File: src/rtl/ex_result_queue_pkg.sv
// ex_result_queue_pkg
//   Shared widths and the queue entry layout for the execute result queue.
//   DWIDTH   : ALU result width
//   PC_WIDTH : redirect target width
//   AWIDTH   : register index width
package ex_result_queue_pkg;

  localparam int unsigned DWIDTH   = 32;
  localparam int unsigned PC_WIDTH = 32;
  localparam int unsigned AWIDTH   = 5;

  // Entry layout, MSB to LSB: {reg_write, rd, value}
  typedef struct packed {
    logic              reg_write;
    logic [AWIDTH-1:0] rd;
    logic [DWIDTH-1:0] value;
  } exq_entry_t;

endpackage

File: src/rtl/ex_result_mem.sv
// ex_result_mem
//   DEPTH x exq_entry_t register array, one synchronous write port and one
//   asynchronous read port. Contents are never reset or cleared.
//   Ports:
//     clk     in  clock
//     we_i    in  write enable
//     waddr_i in  write index
//     wdata_i in  write entry
//     raddr_i in  read index
//     rdata_o out entry at raddr_i (combinational)
module ex_result_mem
  import ex_result_queue_pkg::*;
#(
  parameter int unsigned DEPTH = 4,
  localparam int unsigned AW   = $clog2(DEPTH)
) (
  input  logic          clk,
  input  logic          we_i,
  input  logic [AW-1:0] waddr_i,
  input  exq_entry_t    wdata_i,
  input  logic [AW-1:0] raddr_i,
  output exq_entry_t    rdata_o
);

  exq_entry_t mem_q [DEPTH];

  always_ff @(posedge clk) begin
    if (we_i) begin
      mem_q[waddr_i] <= wdata_i;
    end
  end

  assign rdata_o = mem_q[raddr_i];

endmodule

File: src/rtl/ex_result_queue.sv
// ex_result_queue
//   Queue of execute-stage results waiting for writeback. A pushed entry
//   becomes visible on o_wb_* the cycle after the push (no bypass). A push
//   carrying i_change_pc raises o_redirect for one cycle with the target.
//   i_flush drops all entries and overrides push/pop.
//   Optional build macro: EXQ_RD_ZERO_FILTER_EN -- clear the stored
//   reg_write bit when the destination register is 0.
//   Ports:
//     clk, rst_n                      clock, synchronous active-low reset
//     i_valid/i_ready                 upstream handshake (i_ready = !full)
//     i_check_queue                   0 drops the beat without side effects
//     i_value, i_rd, i_reg_write      result fields to enqueue
//     i_change_pc, i_pc               redirect request and target
//     i_flush                         discard all entries
//     o_wb_valid/o_wb_ready           writeback handshake on the head entry
//     o_wb_value, o_wb_rd, o_wb_reg_write  head entry fields
//     o_redirect, o_redirect_pc       registered one-cycle redirect pulse
//     o_count                         occupancy
module ex_result_queue
  import ex_result_queue_pkg::*;
#(
  parameter int unsigned DEPTH = 4,
  localparam int unsigned PTRW = $clog2(DEPTH),
  localparam int unsigned CNTW = PTRW + 1
) (
  input  logic                clk,
  input  logic                rst_n,
  input  logic                i_valid,
  output logic                i_ready,
  input  logic                i_check_queue,
  input  logic [DWIDTH-1:0]   i_value,
  input  logic [AWIDTH-1:0]   i_rd,
  input  logic                i_reg_write,
  input  logic                i_change_pc,
  input  logic [PC_WIDTH-1:0] i_pc,
  input  logic                i_flush,
  output logic                o_wb_valid,
  input  logic                o_wb_ready,
  output logic [DWIDTH-1:0]   o_wb_value,
  output logic [AWIDTH-1:0]   o_wb_rd,
  output logic                o_wb_reg_write,
  output logic                o_redirect,
  output logic [PC_WIDTH-1:0] o_redirect_pc,
  output logic [CNTW-1:0]     o_count
);

  logic [PTRW-1:0]     wr_ptr_q, wr_ptr_d;
  logic [PTRW-1:0]     rd_ptr_q, rd_ptr_d;
  logic [CNTW-1:0]     count_q, count_d;
  logic                redirect_q, redirect_d;
  logic [PC_WIDTH-1:0] redirect_pc_q, redirect_pc_d;

  logic       full;
  logic       push;
  logic       pop;
  exq_entry_t wr_entry;
  exq_entry_t head;

  // Full blocks push even when a pop happens in the same cycle.
  assign full       = (count_q == CNTW'(DEPTH));
  assign i_ready    = !full;
  assign o_wb_valid = (count_q != '0);
  assign push       = i_valid && i_ready && i_check_queue && !i_flush;
  assign pop        = o_wb_valid && o_wb_ready && !i_flush;

  always_comb begin
    wr_entry.value     = i_value;
    wr_entry.rd        = i_rd;
    wr_entry.reg_write = i_reg_write;
`ifdef EXQ_RD_ZERO_FILTER_EN
    if (i_rd == '0) begin
      wr_entry.reg_write = 1'b0;
    end
`endif
  end

  ex_result_mem #(
    .DEPTH (DEPTH)
  ) u_mem (
    .clk     (clk),
    .we_i    (push),
    .waddr_i (wr_ptr_q),
    .wdata_i (wr_entry),
    .raddr_i (rd_ptr_q),
    .rdata_o (head)
  );

  assign o_wb_value     = head.value;
  assign o_wb_rd        = head.rd;
  assign o_wb_reg_write = head.reg_write;

  always_comb begin
    wr_ptr_d      = wr_ptr_q;
    rd_ptr_d      = rd_ptr_q;
    count_d       = count_q;
    redirect_d    = 1'b0;
    redirect_pc_d = redirect_pc_q;
    if (i_flush) begin
      wr_ptr_d = '0;
      rd_ptr_d = '0;
      count_d  = '0;
    end else begin
      // Pointers wrap naturally since DEPTH is a power of two.
      if (push) wr_ptr_d = wr_ptr_q + PTRW'(1);
      if (pop)  rd_ptr_d = rd_ptr_q + PTRW'(1);
      unique case ({push, pop})
        2'b10:   count_d = count_q + CNTW'(1);
        2'b01:   count_d = count_q - CNTW'(1);
        default: count_d = count_q;
      endcase
      if (push && i_change_pc) begin
        redirect_d    = 1'b1;
        redirect_pc_d = i_pc;
      end
    end
  end

  always_ff @(posedge clk) begin
    if (!rst_n) begin
      wr_ptr_q      <= '0;
      rd_ptr_q      <= '0;
      count_q       <= '0;
      redirect_q    <= 1'b0;
      redirect_pc_q <= '0;
    end else begin
      wr_ptr_q      <= wr_ptr_d;
      rd_ptr_q      <= rd_ptr_d;
      count_q       <= count_d;
      redirect_q    <= redirect_d;
      redirect_pc_q <= redirect_pc_d;
    end
  end

  assign o_redirect    = redirect_q;
  assign o_redirect_pc = redirect_pc_q;
  assign o_count       = count_q;

endmodule

File: config.mk
export PLATFORM = sky130hd
export DESIGN_NAME = ex_result_queue
export DESIGN_NICKNAME = d
export VERILOG_FILES = /design/src/rtl/ex_result_queue_pkg.sv /design/src/rtl/ex_result_mem.sv /design/src/rtl/ex_result_queue.sv
export SDC_FILE = /design/constraint.sdc
export NUM_CORES = 1
export LEC_CHECK = 0
export ABC_AREA = 1
export BUFFER_PORTS_ARGS = -buffer_cell sky130_fd_sc_hd__buf_2
export CORE_ASPECT_RATIO = 0.8
export CORE_MARGIN = 3
export CORE_UTILIZATION = 55
export CTS_CLUSTER_DIAMETER = 30
export DETAILED_ROUTE_END_ITERATION = 10
export GPL_ROUTABILITY_DRIVEN = 0
export PLACE_DENSITY = 0.77
export SYNTH_ARGS = -nofsm -noshare
export SYNTH_HDL_FRONTEND = slang
export SYNTH_SLANG_ARGS = --single-unit
File: constraint.sdc
create_clock -name clk -period 3.98 [get_ports clk]
set_input_delay 0.398 -clock clk [delete_from_list [all_inputs] [get_ports clk]]
set_output_delay 0.398 -clock clk [all_outputs]
set_load 0.005 [all_outputs]
==> flow_summary.json <==
{
  "status": "complete, no violations",
  "synth_top_family_by_area": "simple AND/OR/NAND/NOR gates",
  "grt_pass1_vias": 5156,
  "grt_pass1_wl_um": 26200,
  "drtPass1Iterations": 4,
  "ys.flop_type": "edfxtp_1",
  "crit_buf_inv": 3,
  "clk_pin_slew_ps": 70,
  "slew_headroom_pct": 30.7,
  "port_buffers": 152,
  "grt_max_degree": 77,
  "cp_top_family": "buffers and inverters",
  "cts_buffers": 17,
  "max_freq_ghz": 0.348,
  "synth_xor_area_share_pct": 0,
  "wirelength_um": 16200,
  "crit_path_start_kind": "register",
  "drv_slew": 0,
  "dpl.hpwl_um": 9900,
  "die_area_sq_mm": 0.0156,
  "core_sq_mm": 0.0137,
  "cts_resized": 0,
  "syn_nets": 802,
  "cpMaxStageDelayCell": "inv_1",
  "instances_no_fill": 1052,
  "async_flop_share_pct": 0,
  "yosys_warnings": 0,
  "die_y_um": 112,
  "syn2layout_area_growth_pct": 19.0,
  "place_inst": 1019,
  "reg2regPathDepth": 5,
  "antenna_found_initial": 3,
  "holdCritPathClass": "in -> reg",
  "ys_ff_latch": 194,
  "drv_cap": 0,
  "synthTopCellsByArea": "edfxtp_1, dfxtp_1, nor2_1, inv_1, o21ai_0",
  "final_area_sq_mm": 0.00927,
  "synth.avg_cell_area_sq_um": 10.8,
  "slowest_delay_ps": 800,
  "design_power_total_mw": 4.11,
  "vias": 5465,
  "fillers": 1054,
  "crit_type": "reg -> out",
  "initial_core_util_pct": 56.9,
  "synth-adder-area-share_pct": 1.06,
  "synth_compound_area_share_pct": 8.51,
  "gr-total-overflow": 0,
  "power_density_mw_per_mm2": 444,
  "crit_end": "o_wb_reg_write",
  "synth-simple-area-share_pct": 12.8,
  "synthMuxAreaShare_pct": 0,
  "grt_use_total_pct": 21.1,
  "worst-path-stages": 5,
  "clock_skew_ps": 10.2,
  "hold_path_startpoint": "i_rd[1]",
  "post_dp_cell_area_sq_mm": 0.00867,
  "crit_chain": "buf_4 -> inv_1 -> o21ai_0 -> o22ai_1 -> buf_2",
  "r2r-start": "o_count[1]",
  "viasPerCell": 5.19,
  "period_needed_ps": 2870,
  "drc_errors": 0,
  "drt_iter0_markers": 427,
  "setup_ws_ps": 1110,
  "cp.arrival_ps": 2470,
  "p_leak_nw": 3.87,
  "cts_tree": "done",
  "synth_top_cell_by_area": "edfxtp_1",
  "synth_top_area_share_pct": 58.6,
  "cts-root-buf": "clkbuf_16",
  "ir_drop_mv": 0.317,
  "syn-instance-count": 719,
  "insertion_delay_ps": 410,
  "pin_count": 153,
  "ys_types": 22,
  "nNetsFinal": 941,
  "ys_seq_area_share_pct": 69.4,
  "fp.dieW_um": 139,
  "hold_viol_final": 0,
  "crit_required_ps": 3580,
  "drive_gt1_share_pct": 22.8,
  "clock-sinks": 194,
  "antenna_left": 0,
  "rows": 38,
  "hold_buffers": 0,
  "rr_endpoint": "u_mem.mem_q[1][15]",
  "setup_viol_count_final": 0,
  "synth_edf_count": 152,
  "preCtsSetupSlack_ps": 1210,
  "htreeDepth": 4,
  "routedWlPerCell_um": 15.4,
  "synth_most_common_cell": "edfxtp_1",
  "critPathMaxFanout": 39,
  "synthTopCellsByCount": "edfxtp_1, nor2_1, inv_1",
  "worst_pin_slew_ps": 1040,
  "finalSetupTns_ps": 0,
  "post-cts-setup-buffer-count": 0,
  "syn_area_sq_mm": 0.00779,
  "fin_crit_sh_pct": 72.1,
  "rrSetupSlack_ps": 1210,
  "clock_path_buffers": 2,
  "cp-end-kind": "primary output",
  "grt_setup_unrepaired": "no"
}
## worst register-to-register path: cells and delay by family (launching register included)
kind                   cells  cell delay [ps]
and+or+nand+nor            4             1790
DFF                        1              380
buffers and inverters      1              300
## through the flow
step | hold slack [ps] | utilization (%)
floorplan | 467 | -
global placement | 492 | 63.3
detailed placement | 500 | 63.3
finish | 196 | 67.7
CTS | 172 | 67.7
global route | 180 | 67.7
## report_power, final
group          switching, mW  internal, mW
logic                  0.113        0.0742
clock network          0.711         0.994
registers             0.0103          2.21
total                  0.835          3.28
## sequential cells by signal, summed over array words and instances, names as in the netlist, named ones only
signal         count
o_count            3
o_redirect         1
o_redirect_pc     32
rd_ptr_q           2
u_mem.mem_q      152
wr_ptr_q           2
## cells by family (layout without fill, tap and decap cells)
logic type / Yosys count / in the layout
simple gates: 237 / 237
flops: 194 / 194
buf+inv: 159 / 311
compound gates: 123 / 123
fa+ha+maj: 6 / 6
other cells: 0 / 1
## worst min path at each step
stage,endpoint,slack [ps],cells after the start
global placement,o_redirect_pc[13],490,4
CTS,u_mem.mem_q[0][29],170,1
global route,u_mem.mem_q[2][36],180,1
floorplan,register,470,2
finish,u_mem.mem_q[3][33],200,1
detailed placement,o_redirect_pc[22],500,4
## metal layers
layer / vias to the layer above / routed length (um) / track usage [%] / part of all wire, %
li1: 2687 / - / - / -
met1: 2539 / 7010 / 28.6 / 43
met2: 219 / 7520 / 33.3 / 46
met3: 16 / 1500 / 7.54 / 9.2
met4: 4 / 143 / 5.15 / 0.88
met5: - / 27 / 0 / 0.17
## cell usage in the layout (no fill, tap or decap)
master,netlist,routed
buf_2,17,152
edfxtp_1,152,152
nor2_1,121,117
inv_1,117,116
nand2_1,79,79
o21ai_0,74,74
dfxtp_1,42,41
o22ai_1,38,38
nand4_1,32,32
clkbuf_16,0,17
buf_4,0,9
o21ai_1,6,6
nor2_4,1,5
a21oi_1,5,5
ha_1,5,5
bufinv_16,0,3
clkbuf_1,17,3
inv_6,0,3
inv_2,1,2
nand3_1,2,2
clkinv_4,0,2
clkinv_2,0,2
diode_2,0,1
nand2_2,1,1
nand3_4,1,1
fa_1,1,1
dfxtp_2,0,1
clkinv_1,0,1
clkinvlp_4,0,1
## layout make-up
cell class              instances  area [sq um]  area share (%)
repair buffers                161           828            8.94
well taps                     180           225            2.43
diodes                          1          2.50          0.0270
flip-flops and latches        194          5410            58.3
clock buffers                  20           437            4.71
inverters                     118           443            4.78
clock inverters                12           155            1.67
multi-input cells             366          1770            19.1
Power figures use the tool's default switching activity.
